### config.mk
export PLATFORM = sky130hd
export DESIGN_NAME = uart_alu_runner
export DESIGN_NICKNAME = d
export VERILOG_FILES = /design/src/rtl/uart_alu_runner.sv
export SDC_FILE = /design/constraint.sdc
export NUM_CORES = 2
export LEC_CHECK = 0
export CORE_ASPECT_RATIO = 0.75
export CORE_MARGIN = 2
export CORE_UTILIZATION = 55
export DETAILED_ROUTE_END_ITERATION = 7
export GPL_TIMING_DRIVEN = 0
export PLACE_DENSITY_LB_ADDON = 0.12
export SYNTH_ARGS = -nofsm -noshare
export SYNTH_HDL_FRONTEND = slang
export SYNTH_SLANG_ARGS = --single-unit
### constraint.sdc
create_clock -name clk_i -period 8.72 [get_ports clk_i]
set_input_delay 0.872 -clock clk_i [delete_from_list [all_inputs] [get_ports clk_i]]
set_output_delay 0.872 -clock clk_i [all_outputs]
set_load 0.02 [all_outputs]
### src/rtl/uart_alu_runner.sv
// UART-attached command runner: 8N1 receiver, packet parser, ECHO and 32-bit ADD/MUL/DIV,
// with a small TX FIFO feeding an 8N1 transmitter that sends back-to-back frames.
`timescale 1ns/1ps
module uart_alu_runner #(
  parameter int CLK_FREQ_HZ = 100000000,
  parameter int BAUD_RATE   = 115200
) (
  input  logic clk_i,
  input  logic reset_i,
  input  logic rx_i,
  output logic tx_o
);
  localparam int CLKS_PER_BIT = CLK_FREQ_HZ / BAUD_RATE;
  localparam int CW = $clog2(CLKS_PER_BIT + 1);
  localparam logic [CW-1:0] BIT_END  = CW'(CLKS_PER_BIT - 1);
  localparam logic [CW-1:0] HALF_END = CW'(CLKS_PER_BIT / 2 - 1);

  localparam logic [7:0] OP_ECHO = 8'hEC;
  localparam logic [7:0] OP_ADD  = 8'hA0;
  localparam logic [7:0] OP_MUL  = 8'hA1;
  localparam logic [7:0] OP_DIV  = 8'hA2;

  localparam logic [1:0] RX_IDLE = 2'd0, RX_START = 2'd1, RX_DATA = 2'd2, RX_STOP = 2'd3;
  localparam logic [1:0] TX_IDLE = 2'd0, TX_START = 2'd1, TX_DATA = 2'd2, TX_STOP = 2'd3;
  localparam logic [2:0] P_IDLE = 3'd0, P_RESERVED = 3'd1, P_LEN_LSB = 3'd2, P_LEN_MSB = 3'd3,
                         P_PAYLOAD = 3'd4, P_COMPUTE = 3'd5, P_RESPOND = 3'd6;

  // ---------------- receiver ----------------
  logic          rx_meta, rx_sync, rx_prev;
  logic [1:0]    rx_state;
  logic [CW-1:0] rx_cnt;
  logic [2:0]    rx_bit;
  logic [7:0]    rx_shift, rx_byte;
  logic          rx_valid;

  always_ff @(posedge clk_i) begin
    if (reset_i) begin
      rx_meta  <= 1'b1;
      rx_sync  <= 1'b1;
      rx_prev  <= 1'b1;
      rx_state <= RX_IDLE;
      rx_cnt   <= '0;
      rx_bit   <= '0;
      rx_shift <= '0;
      rx_byte  <= '0;
      rx_valid <= 1'b0;
    end else begin
      rx_meta  <= rx_i;
      rx_sync  <= rx_meta;
      rx_prev  <= rx_sync;
      rx_valid <= 1'b0;
      case (rx_state)
        RX_IDLE: begin
          rx_cnt <= '0;
          rx_bit <= '0;
          // Edge, not level: a line held low after a framing error must not retrigger.
          if (rx_prev && !rx_sync) rx_state <= RX_START;
        end
        RX_START: begin
          if (rx_cnt == HALF_END) begin
            rx_cnt   <= '0;
            rx_state <= rx_sync ? RX_IDLE : RX_DATA;
          end else rx_cnt <= rx_cnt + 1'b1;
        end
        RX_DATA: begin
          if (rx_cnt == BIT_END) begin
            rx_cnt   <= '0;
            rx_shift <= {rx_sync, rx_shift[7:1]};
            rx_bit   <= rx_bit + 3'd1;
            if (rx_bit == 3'd7) rx_state <= RX_STOP;
          end else rx_cnt <= rx_cnt + 1'b1;
        end
        default: begin
          if (rx_cnt == BIT_END) begin
            rx_cnt   <= '0;
            rx_state <= RX_IDLE;
            if (rx_sync) begin
              rx_valid <= 1'b1;
              rx_byte  <= rx_shift;
            end
          end else rx_cnt <= rx_cnt + 1'b1;
        end
      endcase
    end
  end

  // ---------------- TX FIFO ----------------
  // Handshake: fifo_push is valid and !fifo_full is ready; a byte is written on a cycle
  // where both hold. tx_pop is asserted only when !fifo_empty and consumes the head byte.
  logic [7:0] fifo_mem [4];
  logic [1:0] wr_ptr, rd_ptr;
  logic [2:0] fifo_cnt;
  logic       fifo_full, fifo_empty, fifo_push, tx_pop;
  logic [7:0] fifo_din;

  assign fifo_full  = (fifo_cnt == 3'd4);
  assign fifo_empty = (fifo_cnt == 3'd0);

  always_ff @(posedge clk_i) begin
    if (reset_i) begin
      for (int i = 0; i < 4; i++) fifo_mem[i] <= '0;
      wr_ptr   <= '0;
      rd_ptr   <= '0;
      fifo_cnt <= '0;
    end else begin
      if (fifo_push) begin
        fifo_mem[wr_ptr] <= fifo_din;
        wr_ptr <= wr_ptr + 2'd1;
      end
      if (tx_pop) rd_ptr <= rd_ptr + 2'd1;
      case ({fifo_push, tx_pop})
        2'b10:   fifo_cnt <= fifo_cnt + 3'd1;
        2'b01:   fifo_cnt <= fifo_cnt - 3'd1;
        default: fifo_cnt <= fifo_cnt;
      endcase
    end
  end

  // ---------------- transmitter ----------------
  logic [1:0]    tx_state;
  logic [CW-1:0] tx_cnt;
  logic [2:0]    tx_bit;
  logic [7:0]    tx_shift;

  // Popping at the end of the stop bit lets the next start bit follow with no idle gap.
  assign tx_pop = !fifo_empty &&
                  ((tx_state == TX_IDLE) || (tx_state == TX_STOP && tx_cnt == BIT_END));

  always_ff @(posedge clk_i) begin
    if (reset_i) begin
      tx_state <= TX_IDLE;
      tx_cnt   <= '0;
      tx_bit   <= '0;
      tx_shift <= '0;
    end else begin
      case (tx_state)
        TX_IDLE: begin
          tx_cnt <= '0;
          if (tx_pop) begin
            tx_shift <= fifo_mem[rd_ptr];
            tx_state <= TX_START;
          end
        end
        TX_START: begin
          if (tx_cnt == BIT_END) begin
            tx_cnt   <= '0;
            tx_bit   <= '0;
            tx_state <= TX_DATA;
          end else tx_cnt <= tx_cnt + 1'b1;
        end
        TX_DATA: begin
          if (tx_cnt == BIT_END) begin
            tx_cnt   <= '0;
            tx_shift <= {1'b0, tx_shift[7:1]};
            tx_bit   <= tx_bit + 3'd1;
            if (tx_bit == 3'd7) tx_state <= TX_STOP;
          end else tx_cnt <= tx_cnt + 1'b1;
        end
        default: begin
          if (tx_cnt == BIT_END) begin
            tx_cnt <= '0;
            if (tx_pop) begin
              tx_shift <= fifo_mem[rd_ptr];
              tx_state <= TX_START;
            end else tx_state <= TX_IDLE;
          end else tx_cnt <= tx_cnt + 1'b1;
        end
      endcase
    end
  end

  always_comb begin
    tx_o = 1'b1;
    case (tx_state)
      TX_START: tx_o = 1'b0;
      TX_DATA:  tx_o = tx_shift[0];
      default:  tx_o = 1'b1;
    endcase
  end

  // ---------------- parser and ALU ----------------
  logic [2:0]  p_state;
  logic [7:0]  opcode;
  logic [15:0] len, pay_cnt;
  logic [31:0] op_a, op_b, result, mul_lo;
  logic [1:0]  resp_idx;
  logic        div_busy, div_ge;
  logic [4:0]  div_cnt;
  logic [31:0] div_q, div_r, div_next_r;
  logic [32:0] div_shift, div_diff;
  logic        is_alu;

  assign is_alu     = (opcode == OP_ADD) || (opcode == OP_MUL) || (opcode == OP_DIV);
  assign mul_lo     = op_a * op_b;
  assign div_shift  = {div_r, div_q[31]};
  assign div_diff   = div_shift - {1'b0, op_b};
  assign div_ge     = (div_shift >= {1'b0, op_b});
  // The remainder stays below B, so it always fits back into 32 bits.
  assign div_next_r = div_ge ? div_diff[31:0] : div_shift[31:0];

  always_comb begin
    fifo_push = 1'b0;
    fifo_din  = '0;
    if (p_state == P_PAYLOAD && rx_valid && opcode == OP_ECHO && !fifo_full) begin
      fifo_push = 1'b1;
      fifo_din  = rx_byte;
    end else if (p_state == P_RESPOND && !fifo_full) begin
      fifo_push = 1'b1;
      fifo_din  = result[{resp_idx, 3'b000} +: 8];
    end
  end

  always_ff @(posedge clk_i) begin
    if (reset_i) begin
      p_state  <= P_IDLE;
      opcode   <= '0;
      len      <= '0;
      pay_cnt  <= '0;
      op_a     <= '0;
      op_b     <= '0;
      result   <= '0;
      resp_idx <= '0;
      div_busy <= 1'b0;
      div_cnt  <= '0;
      div_q    <= '0;
      div_r    <= '0;
    end else begin
      case (p_state)
        P_IDLE: if (rx_valid) begin
          opcode  <= rx_byte;
          op_a    <= '0;
          op_b    <= '0;
          p_state <= P_RESERVED;
        end
        P_RESERVED: if (rx_valid) p_state <= P_LEN_LSB;
        P_LEN_LSB: if (rx_valid) begin
          len[7:0] <= rx_byte;
          p_state  <= P_LEN_MSB;
        end
        P_LEN_MSB: if (rx_valid) begin
          len[15:8] <= rx_byte;
          pay_cnt   <= '0;
          p_state   <= ({rx_byte, len[7:0]} == 16'd0) ? P_IDLE : P_PAYLOAD;
        end
        P_PAYLOAD: if (rx_valid) begin
          if (is_alu && pay_cnt < 16'd8) begin
            if (!pay_cnt[2]) op_a[{pay_cnt[1:0], 3'b000} +: 8] <= rx_byte;
            else             op_b[{pay_cnt[1:0], 3'b000} +: 8] <= rx_byte;
          end
          pay_cnt <= pay_cnt + 16'd1;
          if (pay_cnt == len - 16'd1) begin
            p_state  <= is_alu ? P_COMPUTE : P_IDLE;
            div_busy <= 1'b0;
            resp_idx <= '0;
          end
        end
        P_COMPUTE: begin
          if (opcode == OP_ADD) begin
            result  <= op_a + op_b;
            p_state <= P_RESPOND;
          end else if (opcode == OP_MUL) begin
            result  <= mul_lo;
            p_state <= P_RESPOND;
          end else if (!div_busy) begin
            if (op_b == 32'd0) begin
              result  <= 32'hFFFF_FFFF;
              p_state <= P_RESPOND;
            end else begin
              div_busy <= 1'b1;
              div_q    <= op_a;
              div_r    <= '0;
              div_cnt  <= '0;
            end
          end else begin
            // One restoring step per cycle: shift in the next dividend bit, subtract if it fits.
            div_r   <= div_next_r;
            div_q   <= {div_q[30:0], div_ge};
            div_cnt <= div_cnt + 5'd1;
            if (div_cnt == 5'd31) begin
              result   <= {div_q[30:0], div_ge};
              div_busy <= 1'b0;
              p_state  <= P_RESPOND;
            end
          end
        end
        P_RESPOND: if (!fifo_full) begin
          resp_idx <= resp_idx + 2'd1;
          if (resp_idx == 2'd3) p_state <= P_IDLE;
        end
        default: p_state <= P_IDLE;
      endcase
    end
  end
endmodule

==> metrics.csv <==
metric,value,unit
# hold bufs at CTS,0,
Syn Nets,4439,
routability cong.,1.03,
cell area after layout,0.0349,sq mm
Cell Pwr Density,84.9,mW/mm^2
CTS tree,yes,
final setup fails,0,
Overflow after GRT,0,
synth top area cells,"fa_1 (25%), dfxtp_1 (17%), ha_1 (7.9%), and2_1 (5.5%), inv_1 (5.4%)",
top_reg_cell synth,dfxtp_1,
R2R depth,28,
Synth area leader,fa_1,
"slowest stage delay, CP",0.65,ns
count of final max-slew check failures,0,
gr usage total,0.372,
syn_area_per_cell,8.55,sq um
initial antenna violation count,8,
Final Critical Period,8.67,ns
Worst-Skew Late Latency,0.60,ns
Critical Path RT,9.24,ns
Die Span Y,215,um
unrepaired setup endpoints after global routing,true,
R2R Setup Slk,0.05,ns
vias in the first global route,26500,
actual slew at the worst max-slew pin,1.14,ns
Crit Path Max Fanout,10,
Synth top area share,0.252,
most numerous cell in the Yosys netlist,inv_1,
Hold Path Sink,rx_sync,
crit end category,flip-flop,
Slew headroom,0.237,
IO buf count,3,
Worst path slowest cell,a2111oi_2,
reg2reg start,op_a[5],
CP Launch Type,flip-flop,
post-place setup slack,-1.07,ns
area added between synthesis and finish,6.86,%
post-route ant nets,0,
Num CTS Buffers,29,
CTS H-tree depth,1,
crit share post-route,0.994,
mapped cell area,0.0326,sq mm
WL final,112000,um
Antenna diodes,0,
# DRC,0,
fraction of layout cells with a size suffix above 1,0.0514,
Final WS setup,0.0528,ns
worst hold stages,1,
HP Start,rx_meta,
Post-synth top cells,"inv_1 (471), nand2_1 (450), fa_1 (411)",
worst ir drop on vdd,0.000165,V
Die ar.,0.0613,sq mm
worst r2r dst,result[30],
Max-Cap Viols,0,
Sinks on Clock Net,310,
Via Count,27200,
drt initial violations,3116,
vias per inst,5.83,
Worst-path clk slew,0.08,ns
final net count,4469,
CTS Buffer Depth,3,
Synth Register Bits,310,
final-report hold violation count,0,
Die Width,285,um
core area,0.0588,sq mm
first-pass GRT wire length,169000,um
I/O Pins,4,
Clock Skew,0.0317,ns
type of the worst setup path,reg -> reg,
Clock Root Buffer,clkbuf_16,
Synth cell types,80,
outcome,completed,
DP Wirelength,87800,um
FP Rows,77,
CP most frequent cell,fa_1,
Critical Path AT,9.19,ns
Mapped Cells,3819,
Synth Warn #,0,
Hold Crit Class,reg -> reg,
DR pass1 iterations,8,
Routed wire per std cell,24.0,um
Post-synth EDFFs,32,
post-synthesis async set-or-reset flop share,0,
"Seq/Total Area, Yosys",0.200,
initial core utilization,0.555,
DP Area,0.0337,sq mm
largest net degree at the start of global routing,20,
Static Leak,0.0149,uW
fmax,115,MHz
## layer usage
metal	vias up	track usage	part of all wire
met3	208	0.153	0.14
met5	-	0	0.00022
met2	1373	0.501	0.39
met1	13200	0.550	0.44
met4	4	0.0862	0.030
li1	12400	-	-
## state kept, by name, summed over array words and instances, names as in the netlist, 10 cells and up, named ones only
signal / count
rx_cnt: 10
pay_cnt: 16
len: 16
div_r: 32
tx_cnt: 10
op_a: 32
fifo_mem: 32
op_b: 32
result: 32
div_q: 32
## worst max-delay path, delay by kind of cell, from the launching register on
| kind | cells | cell delay [ns] |
|---|---|---|
| compound gates | 9 | 2.40 |
| fa+ha+maj | 9 | 3.97 |
| buf+inv | 5 | 0.97 |
| flops | 1 | 0.36 |
| mux | 1 | 0.37 |
| simple gates | 4 | 0.52 |
## placed cells by master, fill, tap and decap left out, types with 42 or more instances in the layout
master / instances
mux2i_1: 65
nand2_1: 450
xor2_1: 70
and2_1: 286
inv_1: 471
clkbuf_1: 132
a211oi_1: 42
xnor2_1: 121
o21ai_0: 123
nor2_1: 332
ha_1: 206
fa_1: 411
nand3_1: 79
dfxtp_1: 254
a21oi_1: 239
## per-stage QoR
step / hold slack [ns] / power [uW] / cells / utilization / setup TNS [ns]
floorplan: 0.389 / 1590 / 3819 / - / 0
global placement: 0.392 / 1630 / 4612 / 0.573 / -3.13
detailed placement: 0.401 / 1630 / 4612 / 0.573 / -3.20
CTS: 0.413 / 2960 / 4665 / 0.591 / 0
global route: 0.420 / 3050 / 4662 / 0.594 / -0.161
finish: 0.412 / 2960 / 4662 / 0.594 / 0
## kinds of logic after synthesis
group,count (synthesis),share of synthesized area
and+or+nand+nor,1324,0.191
adders and majority gates,617,0.331
xor gates and xnor gates,191,0.0513
muxes,86,0.0327
AOI/OAI and AO/OA,609,0.115
buffers and inverters,682,0.0790
DFF,310,0.200
## how the worst max path moves through the flow
stage | startpoint | end | slack (ns) | depth (start not counted)
after floorplan | op_b[4] | result[30] | 1.45 | 29
after global placement | op_b[3] | result[31] | -1.07 | 29
after detailed placement | op_b[3] | result[31] | -1.07 | 29
after CTS | op_a[4] | result[30] | 0.003 | 29
after global routing | op_a[5] | result[30] | -0.09 | 28
final | op_a[5] | result[30] | 0.05 | 28
## timing repair
action	4_1_cts	5_1_grt
buffers inserted	0	0
setup endpoints to repair	6	5
resized for setup	48	149
## final cells by class
cell class / count / area (sq um)
fill: 5510 / 23900
tap: 790 / 988
multi-input combinational: 2827 / 23600
sequential: 310 / 6570
clock inverter: 17 / 180
inverter: 474 / 1780
timing repair buffer: 3 / 30.0
buffer: 204 / 958
clock buffer: 37 / 817
## power breakdown
group	leakage (uW)	switching, uW	total [uW]	internal, uW
Sequential	0.00258	9.52	1460	1450
Combinational	0.0118	90.9	137	45.9
Clock	0.000482	606	1360	755
Total	0.0149	706	2960	2250
Power figures use the tool's default switching activity.
